**src/rtl/alu_sequencer.sv**
```systemverilog
// Instruction sequencer for the 3-bit-opcode ALU: it accepts instructions over valid/ready,
// runs ALU ops through a timed EXEC window and handles NOP/LOAD/OUT/HALT locally.
module alu_sequencer #(
    parameter int         EXEC_CYCLES = 2,
    parameter logic [9:0] ACC_RESET   = 10'd0
) (
    input  logic        clk,
    input  logic        rst,
    input  logic        instr_valid,
    output logic        instr_ready,
    input  logic [10:0] instr,
    output logic [2:0]  alu_opcode,
    output logic [7:0]  alu_in1,
    output logic [9:0]  alu_in2,
    input  logic [9:0]  alu_out,
    input  logic        alu_flag,
    output logic [9:0]  acc,
    output logic        flag,
    output logic        out_valid,
    output logic [9:0]  out_data,
    output logic        halted
);

    typedef enum logic [1:0] {
        IDLE = 2'd0,
        EXEC = 2'd1,
        HALT = 2'd2
    } state_t;

    localparam logic [2:0] OP_NOP   = 3'b000;
    localparam logic [2:0] OP_ADD   = 3'b001;
    localparam logic [2:0] OP_SUB   = 3'b010;
    localparam logic [2:0] OP_INC   = 3'b011;
    localparam logic [2:0] OP_SHIFT = 3'b100;
    localparam logic [2:0] OP_LOAD  = 3'b101;
    localparam logic [2:0] OP_OUT   = 3'b110;
    localparam logic [2:0] OP_HALT  = 3'b111;

    localparam logic [3:0] LAST_CNT = 4'(EXEC_CYCLES - 1);

    state_t      state_reg, state_next;
    logic [9:0]  acc_reg, acc_next;
    logic        flag_reg, flag_next;
    logic [2:0]  alu_opcode_reg, alu_opcode_next;
    logic [7:0]  alu_in1_reg, alu_in1_next;
    logic [9:0]  alu_in2_reg, alu_in2_next;
    logic [3:0]  cnt_reg, cnt_next;
    logic        out_valid_reg, out_valid_next;
    logic [9:0]  out_data_reg, out_data_next;

    logic [2:0]  op;
    logic [7:0]  imm;

    assign op  = instr[10:8];
    assign imm = instr[7:0];

    always_ff @(posedge clk or posedge rst) begin
        if (rst) begin
            state_reg      <= IDLE;
            acc_reg        <= ACC_RESET;
            flag_reg       <= (ACC_RESET != 10'd0);
            alu_opcode_reg <= OP_NOP;
            alu_in1_reg    <= 8'd0;
            alu_in2_reg    <= 10'd0;
            cnt_reg        <= 4'd0;
            out_valid_reg  <= 1'b0;
            out_data_reg   <= 10'd0;
        end else begin
            state_reg      <= state_next;
            acc_reg        <= acc_next;
            flag_reg       <= flag_next;
            alu_opcode_reg <= alu_opcode_next;
            alu_in1_reg    <= alu_in1_next;
            alu_in2_reg    <= alu_in2_next;
            cnt_reg        <= cnt_next;
            out_valid_reg  <= out_valid_next;
            out_data_reg   <= out_data_next;
        end
    end

    always_comb begin
        state_next      = state_reg;
        acc_next        = acc_reg;
        flag_next       = flag_reg;
        alu_opcode_next = alu_opcode_reg;
        alu_in1_next    = alu_in1_reg;
        alu_in2_next    = alu_in2_reg;
        cnt_next        = cnt_reg;
        out_valid_next  = 1'b0;
        out_data_next   = out_data_reg;

        case (state_reg)
            IDLE: begin
                if (instr_valid) begin
                    case (op)
                        OP_ADD, OP_SUB, OP_INC, OP_SHIFT: begin
                            alu_opcode_next = op;
                            alu_in1_next    = imm;
                            alu_in2_next    = acc_reg;
                            cnt_next        = 4'd0;
                            state_next      = EXEC;
                        end
                        OP_LOAD: begin
                            acc_next  = {2'b00, imm};
                            flag_next = (imm != 8'd0);
                        end
                        OP_OUT: begin
                            out_valid_next = 1'b1;
                            out_data_next  = acc_reg;
                        end
                        OP_HALT: state_next = HALT;
                        default: ;
                    endcase
                end
            end
            EXEC: begin
                // The ALU flag lags out1 by one negedge, so capture waits for both to settle.
                if (cnt_reg == LAST_CNT) begin
                    acc_next        = alu_out;
                    flag_next       = alu_flag;
                    alu_opcode_next = OP_NOP;
                    state_next      = IDLE;
                end else begin
                    cnt_next = cnt_reg + 4'd1;
                end
            end
            HALT: ;
            default: state_next = IDLE;
        endcase
    end

    assign instr_ready = (state_reg == IDLE);
    assign halted      = (state_reg == HALT);
    assign alu_opcode  = alu_opcode_reg;
    assign alu_in1     = alu_in1_reg;
    assign alu_in2     = alu_in2_reg;
    assign acc         = acc_reg;
    assign flag        = flag_reg;
    assign out_valid   = out_valid_reg;
    assign out_data    = out_data_reg;

endmodule

```
**config.mk**
```make
export PLATFORM = sky130hd
export DESIGN_NAME = alu_sequencer
export DESIGN_NICKNAME = d
export VERILOG_FILES = /design/src/rtl/alu_sequencer.sv
export SDC_FILE = /design/constraint.sdc
export NUM_CORES = 1
export LEC_CHECK = 0
export ABC_AREA = 1
export ABC_CLOCK_PERIOD_IN_PS = 4000
export CAP_MARGIN = 20
export CORE_ASPECT_RATIO = 0.9
export CORE_MARGIN = 2
export CORE_UTILIZATION = 40
export DETAILED_ROUTE_END_ITERATION = 8
export PLACE_DENSITY = 0.77
export REMOVE_ABC_BUFFERS = 1
export SYNTH_ARGS = -nofsm -noshare
export SYNTH_HDL_FRONTEND = slang
export SYNTH_SLANG_ARGS = --single-unit
```
**constraint.sdc**
```tcl
create_clock -name clk -period 4 [get_ports clk]
set_input_delay 0.8 -clock clk [delete_from_list [all_inputs] [get_ports clk]]
set_output_delay 0.8 -clock clk [all_outputs]
set_load 0.005 [all_outputs]
```
==> impl_summary.txt <==
----------------------------------------------------
[Yosys]
  Number of flops mapped to enable cells by yosys ... 0
  Register area share after synthesis ... 55.4%
  Area contributors post-synth ... dfrtp_1 55%, nand2_1 18%, o21ai_0 4.5%, nand3_1 4.3%, inv_1 3.9%
  Combined area of all synthesized cells ... 0.00221 sq mm
  Share of the synthesized netlist area taken by xor and xnor gates ... 0.396%
  Mean area per synthesized cell ... 8.38 sq um
  Fraction of post-synthesis cell area in the top cell type by area ... 55.4%
  Dominant cell type by area after synthesis ... dfrtp_1
  Main combinational cell family by area after synthesis ... simple AND/OR/NAND/NOR gates
  YS warnings ... 0
  Fraction of synthesis flops using an asynchronous set or reset pin ... 100%
  Compound-Gate Fraction of Synth Area ... 8.60%
  Most numerous cell in the Yosys netlist ... nand2_1
  Post-synthesis cell count ... 264
  Most used flip-flop cell after synthesis ... dfrtp_1
  Basic-gate share of the synthesized area counting and, or, nand and nor cells ... 27.5%
  Register bit total from synthesis ... 49
  Synth cell types ... 22
  Synth top cells by count ... 104 x nand2_1, 49 x dfrtp_1, 23 x inv_1
  Share of synthesized area spent on multiplexers ... 0%
  Fraction of the mapped netlist area in adder cells ... 1.13%

[Cells and area]
  Final instance count without filler cells ... 401
  Design area ... 0.00307 sq mm
  Fin nets ... 360
  Fraction of layout instances using a drive strength above 1 ... 6.89%
  Antenna Cells ... 0
  Growth of design area from synthesis to finish ... 38.9%

[Timing]
  Worst hold-check slack ... 0.490 ns
  Post-route minimum period ... 2.38 ns
  Relative slew slack ... 62.9%
  Total setup violations reported at the end of the flow ... 0
  Slew at the pin closest to its max-slew limit ... 0.555 ns
  Setup_tns ... 0 ns
  Hold Vio Cnt, Final ... 0
  Max Clock Skew ... 0.00646 ns
  Max frequency ... 421 MHz
  Setup repair after global routing missed its margin ... false
  Final worst-path cycle share ... 59.4%
  Max Slew Vio Count ... 0

[Routing]
  Average detailed-routed wire length per instance ... 12.7 um
  Number of search-and-repair iterations in the first detailed-routing pass ... 4
  Via total after detailed routing ... 1929
  Residual DRC ... 0
  First DRT Iteration DRCs ... 89
  Final routed wirelength across all metal layers ... 5080 um
  Number of vias per cell ... 4.81
  Number of antenna-violating nets in the routed design ... 0

[GRT]
  Via count of the first global-routing pass ... 1796
  M1 GR Usage ... 25.1%
  Pin count of the biggest net entering global routing ... 50
  Number of antenna violations at the first check in global routing ... 0
  Met3 Resource Use GR ... 5.83%
  Global-route met2 utilization ... 28.9%
  Most Crowded Layer GR ... met2
  Remaining global-route overflow ... 0
  Global-route wire length before repair ... 8580 um
  Total routing resource utilization after global routing ... 18.6%

[Setup path]
  Worst r2r dst ... alu_opcode[0]$_DFFE_PP0P_
  Maximum single-stage delay on the critical path ... 0.56 ns
  Signal arrival time at the worst endpoint ... 1.58 ns
  Max Fanout on Critical Path ... 4
  Startpoint of the worst register-to-register path ... state_reg[0]$_DFFE_PP0P_
  Req. time, crit path ... 3.20 ns
  Type of the worst setup path ... register to output port
  Worst r2r path cells ... 7
  Cell at the slowest stage of the critical path ... clkdlybuf4s50_1
  Crit path capture type ... output port
  Crit path launch type ... register
  CP Cell Sequence ... nor2_1 > clkdlybuf4s50_1
  R2r setup slk ... 2.21 ns

[Run]
  Max-Cap Viols ... 0

[Power]
  Highest ir drop seen on vdd ... 0.354 mV
  Net switching power ... 0.766 mW
  Leakage power summed over all cells ... 1.49 nW
  Total power after layout ... 2.21 mW
  Net switching share of the total power ... 34.7%
  Part of the total power dissipated in combinational logic ... 44.1%
  Portion of total power attributed to sequential cells ... 39.1%
  Clock network fraction of total power ... 16.7%
  Pwr/cell area ... 719 mW/mm^2
  Cell internal power dissipation ... 1.44 mW

[Floorplan]
  Placement row count ... 25
  Core ar. ... 0.00529 sq mm
  Die width ... 82.4 um
  Ports placed on the boundary ... 70
  Floorplan die area ... 0.00614 sq mm
  Initial standard-cell utilization of the core ... 41.8%
  DIE HEIGHT ... 74.6 um

[Clock network]
  Clock root cell ... clkbuf_8
  # Post-CTS Setup Buffers ... 0
  Clk sinks ... 49
  Clock-pin slew on the worst setup and hold paths ... 0.09 ns
  CTS Hold Buffers Added ... 0
  H-tree levels ... 2
  CTS max path bufs ... 2
  Clock tree from TritonCTS ... built
  Clock latency reported for the late side of the worst-skew pair ... 0.31 ns
  # resized after CTS ... 0
  Total clock buffers created by CTS ... 5

[Hold path]
  Min-delay src ... out_data[2]$_DFFE_PP0P_
  Worst hold endpoint ... out_data[2]$_DFFE_PP0P_
  Worst hold path cell count ... 2
  Hold Crit Class ... register to register

[Placement]
  I/O Buffers ... 69
  RePlAce Congestion ... 0.823
  Post-detailed-placement half-perimeter wirelength ... 3740 um
  Placed inst area ... 0.00293 sq mm
  Inst Count DP ... 392

[Status]
  Result of the run ... completed

----------------------------------------------------
-- logic make-up after synthesis --
group / after synthesis
buffers and inverters: 34
flip-flops: 49
AND/OR/NAND/NOR: 143
XOR/XNOR: 1
adder cells (fa/ha/maj): 2
AO/OA/AOI/OAI: 35
-- worst max path at each step --
stage,start,endpoint,slack (ns)
3_5_place_dp,instr[10],cnt_reg[1]$_DFFE_PP0P_,1.36
4_1_cts,state_reg[1]$_DFFE_PP0P_,instr_ready,1.60
2_1_floorplan,rst,acc[0]$_DFFE_PP0P_,2.03
5_1_grt,instr[10],cnt_reg[2]$_DFFE_PP0P_,1.53
3_3_place_gp,instr[10],cnt_reg[2]$_DFFE_PP0P_,1.46
6_report,state_reg[1]$_DFFE_PP0P_,instr_ready,1.62
-- worst max-delay path: cells and delay by family (launching register included) --
family / cells / cell delay (ns)
buffers and inverters: 1 / 0.56
and+or+nand+nor: 1 / 0.27
DFF: 1 / 0.45
-- metrics by stage --
stage / setup slack [ns] / util [%]
detailed placement: 1.36 / 55.5
global route: 1.53 / 58.1
CTS: 1.60 / 57.7
global placement: 1.46 / 55.5
floorplan: 2.03 / -
finish: 1.62 / 58.1
-- layout make-up --
class	count	area, sq um
clock inverters	2	37.5
clock buffers	6	82.6
flip-flops and latches	49	1230
multi-input cells	181	833
well taps	67	83.8
inverters	26	97.6
fillers	477	2210
repair buffers	70	711
-- cell usage in the layout, fill, tap and decap left out, drive strengths merged --
master and n:
nand2 108, clkdlybuf4s50 69, dfrtp 49, o21ai 32
inv 26, nand3 19, nor2 14, clkbuf 6
a21oi 3, ha 2, nand4 2, xnor2 1
clkinvlp 1, bufinv 1, buf 1
-- power by group through the flow --
stage	clock (mW)	sequential, mW	combinational [mW]
after floorplan	0	0.864	0.435
after global placement	0	0.871	0.964
after detailed placement	0	0.871	0.989
after CTS	0.380	0.866	0.991
after global routing	0.399	0.898	1.11
final	0.370	0.864	0.975
-- routing by layer --
| metal | routed length (um) | up-vias | part of all wire [%] |
|---|---|---|---|
| met3 | 290 | 9 | 5.7 |
| met2 | 2290 | 55 | 45 |
| met5 | 0 | - | 0 |
| li1 | - | 966 | - |
| met1 | 2420 | 899 | 48 |
| met4 | 84 | 0 | 1.7 |
Power figures use the tool's default switching activity.
